[config.mk]
export PLATFORM = sky130hd
export DESIGN_NAME = seq_player
export DESIGN_NICKNAME = d
export VERILOG_FILES = /design/src/rtl/seq_player.sv
export SDC_FILE = /design/constraint.sdc
export NUM_CORES = 1
export LEC_CHECK = 0
export CAP_MARGIN = 20
export CORE_MARGIN = 2
export CORE_UTILIZATION = 40
export DETAILED_ROUTE_END_ITERATION = 12
export HOLD_SLACK_MARGIN = 0.15
export SYNTH_ARGS = -nofsm -noshare
export SYNTH_HDL_FRONTEND = slang
export SYNTH_SLANG_ARGS = --single-unit
[constraint.sdc]
create_clock -name clock -period 5 [get_ports clock]
set_clock_uncertainty 0.15 [all_clocks]
set_input_delay 1.25 -clock clock [delete_from_list [all_inputs] [get_ports clock]]
set_output_delay 1.25 -clock clock [all_outputs]
set_load 0.02 [all_outputs]
[src/rtl/seq_player.sv]
// Sequence player for the "show sequence" phase: walks ROM entries 0..nivel, lighting each for
// ON_TICKS cycles followed by an OFF_TICKS blank gap. Optional abort input: SEQ_PLAYER_ABORT_EN.
module seq_player #(
  parameter int SIZE      = 4,
  parameter int ON_TICKS  = 50,
  parameter int OFF_TICKS = 25,
  parameter int CNT_W     = 16
) (
  input  logic            clock,
  input  logic            reset,
  input  logic            start,
`ifdef SEQ_PLAYER_ABORT_EN
  input  logic            abort,
`endif
  input  logic [SIZE-1:0] nivel,
  output logic [SIZE-1:0] address,
  input  logic [SIZE-1:0] saida_in,
  output logic [SIZE-1:0] leds,
  output logic            busy,
  output logic            done
);

  typedef enum logic [1:0] {
    S_IDLE = 2'd0,
    S_ON   = 2'd1,
    S_OFF  = 2'd2
  } state_t;

  localparam logic [CNT_W-1:0] ON_LAST  = CNT_W'(ON_TICKS - 1);
  localparam logic [CNT_W-1:0] OFF_LAST = CNT_W'(OFF_TICKS - 1);

  state_t            state_q, state_d;
  logic [CNT_W-1:0]  timer_q, timer_d;
  logic [SIZE-1:0]   address_q, address_d;
  logic [SIZE-1:0]   nivel_q, nivel_d;
  logic [SIZE-1:0]   leds_q, leds_d;
  logic              busy_q, busy_d;
  logic              done_q, done_d;
  logic              abort_req;

`ifdef SEQ_PLAYER_ABORT_EN
  assign abort_req = abort;
`else
  assign abort_req = 1'b0;
`endif

  always_comb begin
    // NOTE: every output of this block gets a default first, so no path can infer a latch.
    state_d   = state_q;
    timer_d   = timer_q;
    address_d = address_q;
    nivel_d   = nivel_q;
    busy_d    = busy_q;
    done_d    = 1'b0;
    leds_d    = (state_q == S_ON) ? saida_in : '0;

    unique case (state_q)
      S_IDLE: begin
        // The done cycle itself must not restart playback.
        if (start && !done_q) begin
          nivel_d   = nivel;
          address_d = '0;
          timer_d   = '0;
          busy_d    = 1'b1;
          state_d   = S_ON;
        end
      end
      S_ON: begin
        if (timer_q == ON_LAST) begin
          timer_d = '0;
          state_d = S_OFF;
        end else begin
          timer_d = timer_q + 1'b1;
        end
      end
      S_OFF: begin
        if (timer_q == OFF_LAST) begin
          timer_d = '0;
          if (address_q == nivel_q) begin
            state_d = S_IDLE;
            busy_d  = 1'b0;
            done_d  = 1'b1;
          end else begin
            address_d = address_q + 1'b1;
            state_d   = S_ON;
          end
        end else begin
          timer_d = timer_q + 1'b1;
        end
      end
      default: begin
        state_d = S_IDLE;
        busy_d  = 1'b0;
      end
    endcase

    // Abort wins over any timer transition, but only while playing.
    if (abort_req && (state_q != S_IDLE)) begin
      state_d   = S_IDLE;
      timer_d   = '0;
      address_d = '0;
      leds_d    = '0;
      busy_d    = 1'b0;
      done_d    = 1'b0;
    end
  end

  // NOTE: sequential state uses non-blocking assignments so all flops update together.
  always_ff @(posedge clock or posedge reset) begin
    if (reset) begin
      state_q   <= S_IDLE;
      timer_q   <= '0;
      address_q <= '0;
      nivel_q   <= '0;
      leds_q    <= '0;
      busy_q    <= 1'b0;
      done_q    <= 1'b0;
    end else begin
      state_q   <= state_d;
      timer_q   <= timer_d;
      address_q <= address_d;
      nivel_q   <= nivel_d;
      leds_q    <= leds_d;
      busy_q    <= busy_d;
      done_q    <= done_d;
    end
  end

  assign address = address_q;
  assign leds    = leds_q;
  assign busy    = busy_q;
  assign done    = done_q;

endmodule

======== Word level (Yosys, flattened, before mapping) ========
Index checks and enable logic that the tools add are counted.
word-level totals
  flip-flop bits (word level) ............. 32
  bits in read-only memories .............. 0
  memories kept ........................... 0
  output and inout port bits .............. 10
  bits in writable memories ............... 0
  latch bits .............................. 0
  bits of input ports ..................... 11
cells by class
  equal/unequal tests ..................... 10
  div/mod/pow operators ................... 0
  reduce and logical (&&, ||, !) cells .... 10
  add/sub/neg operators ................... 2
  order comparisons ....................... 0
  multiply operators ...................... 0
  bitwise logic cells ..................... 1
  shift-type cells ........................ 0
  mux-type cells .......................... 21
operators with widths
  kind                   number
  $mux 16                3
  $pmux 16 s3            1
  $add 16x1->16 const B  1
  $eq 16x5->1 const B    1
  $eq 16x6->1 const B    1
  $mux 4                 4
  $ne 2x2->1 const B     4
  $pmux 4 s2             1
  $reduce_and 4->1       2
  $mux 1                 7
  $mux 2                 3
  $pmux 2 s3             1
  $add 4x1->4 const B    1
  $eq 4x4->1             1
  $reduce_and 2->1       2
  $pmux 1 s3             1
  $reduce_and 3->1       1
  $reduce_bool 3->1      1
  $eq 2x1->1 const B     1
  $eq 2x2->1 const B     1
  $logic_not 2->1        1
  $ne 2x1->1 const B     1
  $reduce_bool 2->1      1
  $logic_and 1x1->1      1
  2 further kinds        2

======== Logic depth before layout (Yosys ltp) ========
  depth in word-level cells ............... 4
  depth in mapped cells ................... 8

======== Worst setup path before layout ========
No wires, ideal clock.
  kind .................................... input-to-reg
  start point ............................. in start
  end point ............................... reg state_q[0]
  path slack .............................. 2.601 ns
  setup time .............................. 0.125 ns
  data arrival time ....................... 2.124 ns
  cell stages on the path ................. 5
  buffers on the path ..................... 0
  cells stage by stage .................... nand2b_1 -> and2_1 -> a21o_2 -> a21oi_2 -> mux2_2
on the way
  word-level cells in the longest chain between the ends .. 3
ends and longest elaborated chain
  what                        RTL line  source
  start, declared             11        input logic start,
  $logic_and 1x1->1           60        if (start && !done_q) begin
  $ne 2x2->1 (no line)        --
  $reduce_and 3->1 (no line)  --
  end signal, assigned        119       state_q <= state_d;
  end, declared               32        state_t state_q, state_d;
No other way between the ends.
A chain may end at the register's enable or synchronous reset.

======== Worst setup path in the final report ========
  start point ............................. in start
  end point ............................... reg timer_q[12]
on the way
  word-level cells in the longest chain between the ends .. 3
ends and longest elaborated chain
  what                        RTL line  source
  $logic_and 1x1->1           60
  $ne 2x2->1 (no line)        --
  $reduce_and 2->1 (no line)  --
  end signal, assigned        120       timer_q <= timer_d;
  end, declared               33        logic [CNT_W-1:0] timer_q, timer_d;
No other way between the ends.

==> summary.md <==
| Metric | Value |
|---|---|
| Outcome | `completed` |
| DRT Pass-1 Iters | `4` |
| Hold wc startpoint | `busy` |
| Multi-input combinational cell area | `975 µm²` |
| Fill count | `398` |
| Post-synth EDFFs | `0` |
| Sw Pwr | `357 µW` |
| Ys flop type | `dfrtp_1` |
| Crit-path slowest cell | `a21oi_1` |
| Hold EP | `busy` |
| Commonest non-fill, non-tap cell in the layout | `dfrtp_1` |
| R2R setup slack | `2770 ps` |
| Period minus WS final | `2990 ps` |
| CP max FO | `8` |
| Total core area | `4380 µm²` |
| Hpwl dp | `2690 µm` |
| Mux share of post-synthesis cell area | `4.76%` |
| Row count | `24` |
| Nets | `223` |
| Slew @ Worst Pin | `742 ps` |
| VDD IR max | `193 µV` |
| CTS tree | `built` |
| Synth Register Bits | `32` |
| First-pass GRT wire length | `6380 µm` |
| Maximum clock path buffer count | `2` |
| Top Family by Delay on Critical Path | `buffers and inverters` |
| WHS | `356 ps` |
| Largest net degree at the start of global routing | `20` |
| Crit path required time | `5020 ps` |
| Leak | `0.000923 µW` |
| WP data arrival | `3010 ps` |
| Post-Syn Nets | `198` |
| Warnings from Yosys | `0` |
| Register area | `801 µm²` |
| Clk pwr share | `19.9%` |
| Period utilisation layout | `59.8%` |
| Logic pwr share | `43.6%` |
| WS Path Type | `input port to flop` |
| Ant. Diodes | `0` |
| Post-route DRC | `0` |
| CTS clk-pin slew, worst paths | `70 ps` |
| Postcts setup bufs | `0` |
| Syn_area_per_cell | `10.3 µm²` |
| Cells along the critical path | `clkdlybuf4s50_1, nand2b_1, a21oi_1, buf_4, nand4_1, xor2_1, nor2_1` |
| CP Launch Type | `input port` |
| Vias | `1,402` |
| WL/cell | `14.5 µm` |
| Vias in the first global route | `1,394` |
| Worst skew pair latency | `280 ps` |
| Reg2reg path depth | `7` |
| Worst flop-to-flop path endpoint | `timer_q[12]` |
| Max Clk Rate | `334 MHz` |
| Die ar. | `5160 µm²` |
| Fin. Hold Viols | `0` |
| Cell variety after synth | `41` |
| Die Wd | `71.9 µm` |
| GRT Overall Usage | `16.0%` |
| Slew headroom | `50.5%` |
| DP Cell Count | `247` |
| XOR/XNOR Fraction of Synth Area | `5.71%` |
| Final setup viols | `0` |
| Iter 0 DRT Violations | `103` |
| P_int | `565 µW` |
| Worst R2R Start | `state_q[0]` |
| Placer congestion estimate | `0.891` |
| Post_cts resized | `0` |
| IO Pins | `21` |
| Adder-Cell Fraction of Synth Area | `6.11%` |
| Hold Path Stages | `1` |
| H-tree levels | `2` |
| Layout cells sized above 1 | `12.8%` |
| Hold Crit Class | `flop to flop` |
| Compound-Gate Fraction of Synth Area | `11.1%` |
| Vias per cell | `5.50` |
| Core Util, Final | `49.4%` |
| Post-Route WL | `3710 µm` |
| Slowest cell delay on critical path | `560 ps` |
| Endpoint class of the critical path | `flop` |
| Initial antenna violation count | `0` |
| Clock root buffer | `clkbuf_8` |
| Area Growth Syn to Fin | `17.7%` |
| Power Density | `425 nW/µm²` |
| Mapped Area | `1840 µm²` |
| Max Cap Violations | `0` |
| Cells after Synth | `178` |
| Sw Share | `38.7%` |
| Fin Setup TNS | `0 ps` |
| TritonCTS buffer count | `5` |
| Routed Antenna Nets | `0` |
| CTS Hold Bufs | `0` |
| Seq pwr share | `36.5%` |
| Clock sink total | `32` |
| Simple-Gate Fraction of Synth Area | `25.2%` |
| Largest family of logic cells by synthesized area | `simple AND/OR/NAND/NOR gates` |
| Effective utilization at floorplan | `42.0%` |
| Buf/Inv on CP | `2` |
| Die height | `71.9 µm` |
| Ys async rst share | `100%` |
| Sequential-to-total area share from yosys stat | `43.5%` |
| Commonest cells after routing, fill and taps aside | `dfrtp_1, clkdlybuf4s50_1, nor2_1` |
| # port buffers | `20` |
| RSZ-0062 raised after global routing | `no` |
| Slew Viols, Final | `0` |
| Fin cells | `255` |
| Grt ovf | `0` |
==> state kept, by name, summed over array words and instances, names as in the netlist <==
register	flops
timer_q	16
address	4
leds	4
nivel_q	4
state_q	2
busy	1
done	1
==> power groups by stage <==
stage	sequential, µW	clock, µW	combinational [µW]
after global routing	343	201	443
final	337	183	402
after global placement	339	0	387
after floorplan	350	0	278
after detailed placement	343	0	398
after CTS	338	189	398
==> metal layers <==
layer	up-vias	track usage [%]	share of wire (%)
met1	686	19.7	45
met4	0	7.13	1.9
met5	-	0	0
met3	7	4.22	4.2
li1	681	-	-
met2	28	26.3	49
==> through the flow <==
stage / total power (µW) / cell area, µm² / worst slack, ps
final: 922 / 2170 / 2010
after detailed placement: 740 / 2080 / 1570
after CTS: 925 / 2160 / 1850
after floorplan: 628 / 1840 / 2600
after global placement: 726 / 2080 / 1630
after global routing: 988 / 2170 / 1950
==> final cells by class <==
cell class / instances / share of cell area, %
Clock inverter: 1 / 0.231
Inverter: 9 / 1.56
Tap cell: 52 / 3.00
Clock buffer: 6 / 3.35
Multi-Input combinational cell: 133 / 45.0
Timing Repair Buffer: 22 / 9.93
Sequential cell: 32 / 37.0
==> worst max path at each step <==
stage	from	endpoint	slack [ps]	cells after the start
2_1_floorplan	start	state_q[0]	2600	5
3_3_place_gp	start	timer_q[13]	1630	6
3_5_place_dp	start	timer_q[7]	1570	5
4_1_cts	start	timer_q[7]	1850	5
5_1_grt	start	timer_q[13]	1950	7
6_report	start	timer_q[12]	2010	7
==> logic make-up after synthesis <==
group / Yosys count
buffers and inverters: 13
multiplexers: 8
XOR/XNOR: 12
AND/OR/NAND/NOR: 77
adder cells (fa/ha/maj): 9
AO/OA/AOI/OAI: 27
flip-flops: 32
==> synth_stat cells, drive strengths merged, types with 3 or more instances <==
cell type / instances / area share (%)
a22o: 3 / 1.4
nor3: 6 / 1.6
dfrtp: 32 / 43
xnor2: 4 / 1.9
a21oi: 5 / 1.6
nand4: 9 / 3.9
ha: 9 / 6.1
inv: 9 / 1.8
nor4: 3 / 2.6
nand2: 11 / 2.2
mux2: 6 / 3.7
o21ai: 9 / 2.4
buf: 4 / 1.8
and2: 9 / 3.1
xor2: 8 / 3.8
nand3: 11 / 3.0
nor2: 17 / 4.0
==> worst register-to-register path, stage by stage (launching register included) <==
cell	delay [ps]
dfrtp_1	420
inv_1	90
ha_1	290
a21oi_1	560
buf_4	280
nand4_1	120
xor2_1	170
nor2_1	50
Power figures use the tool's default switching activity.
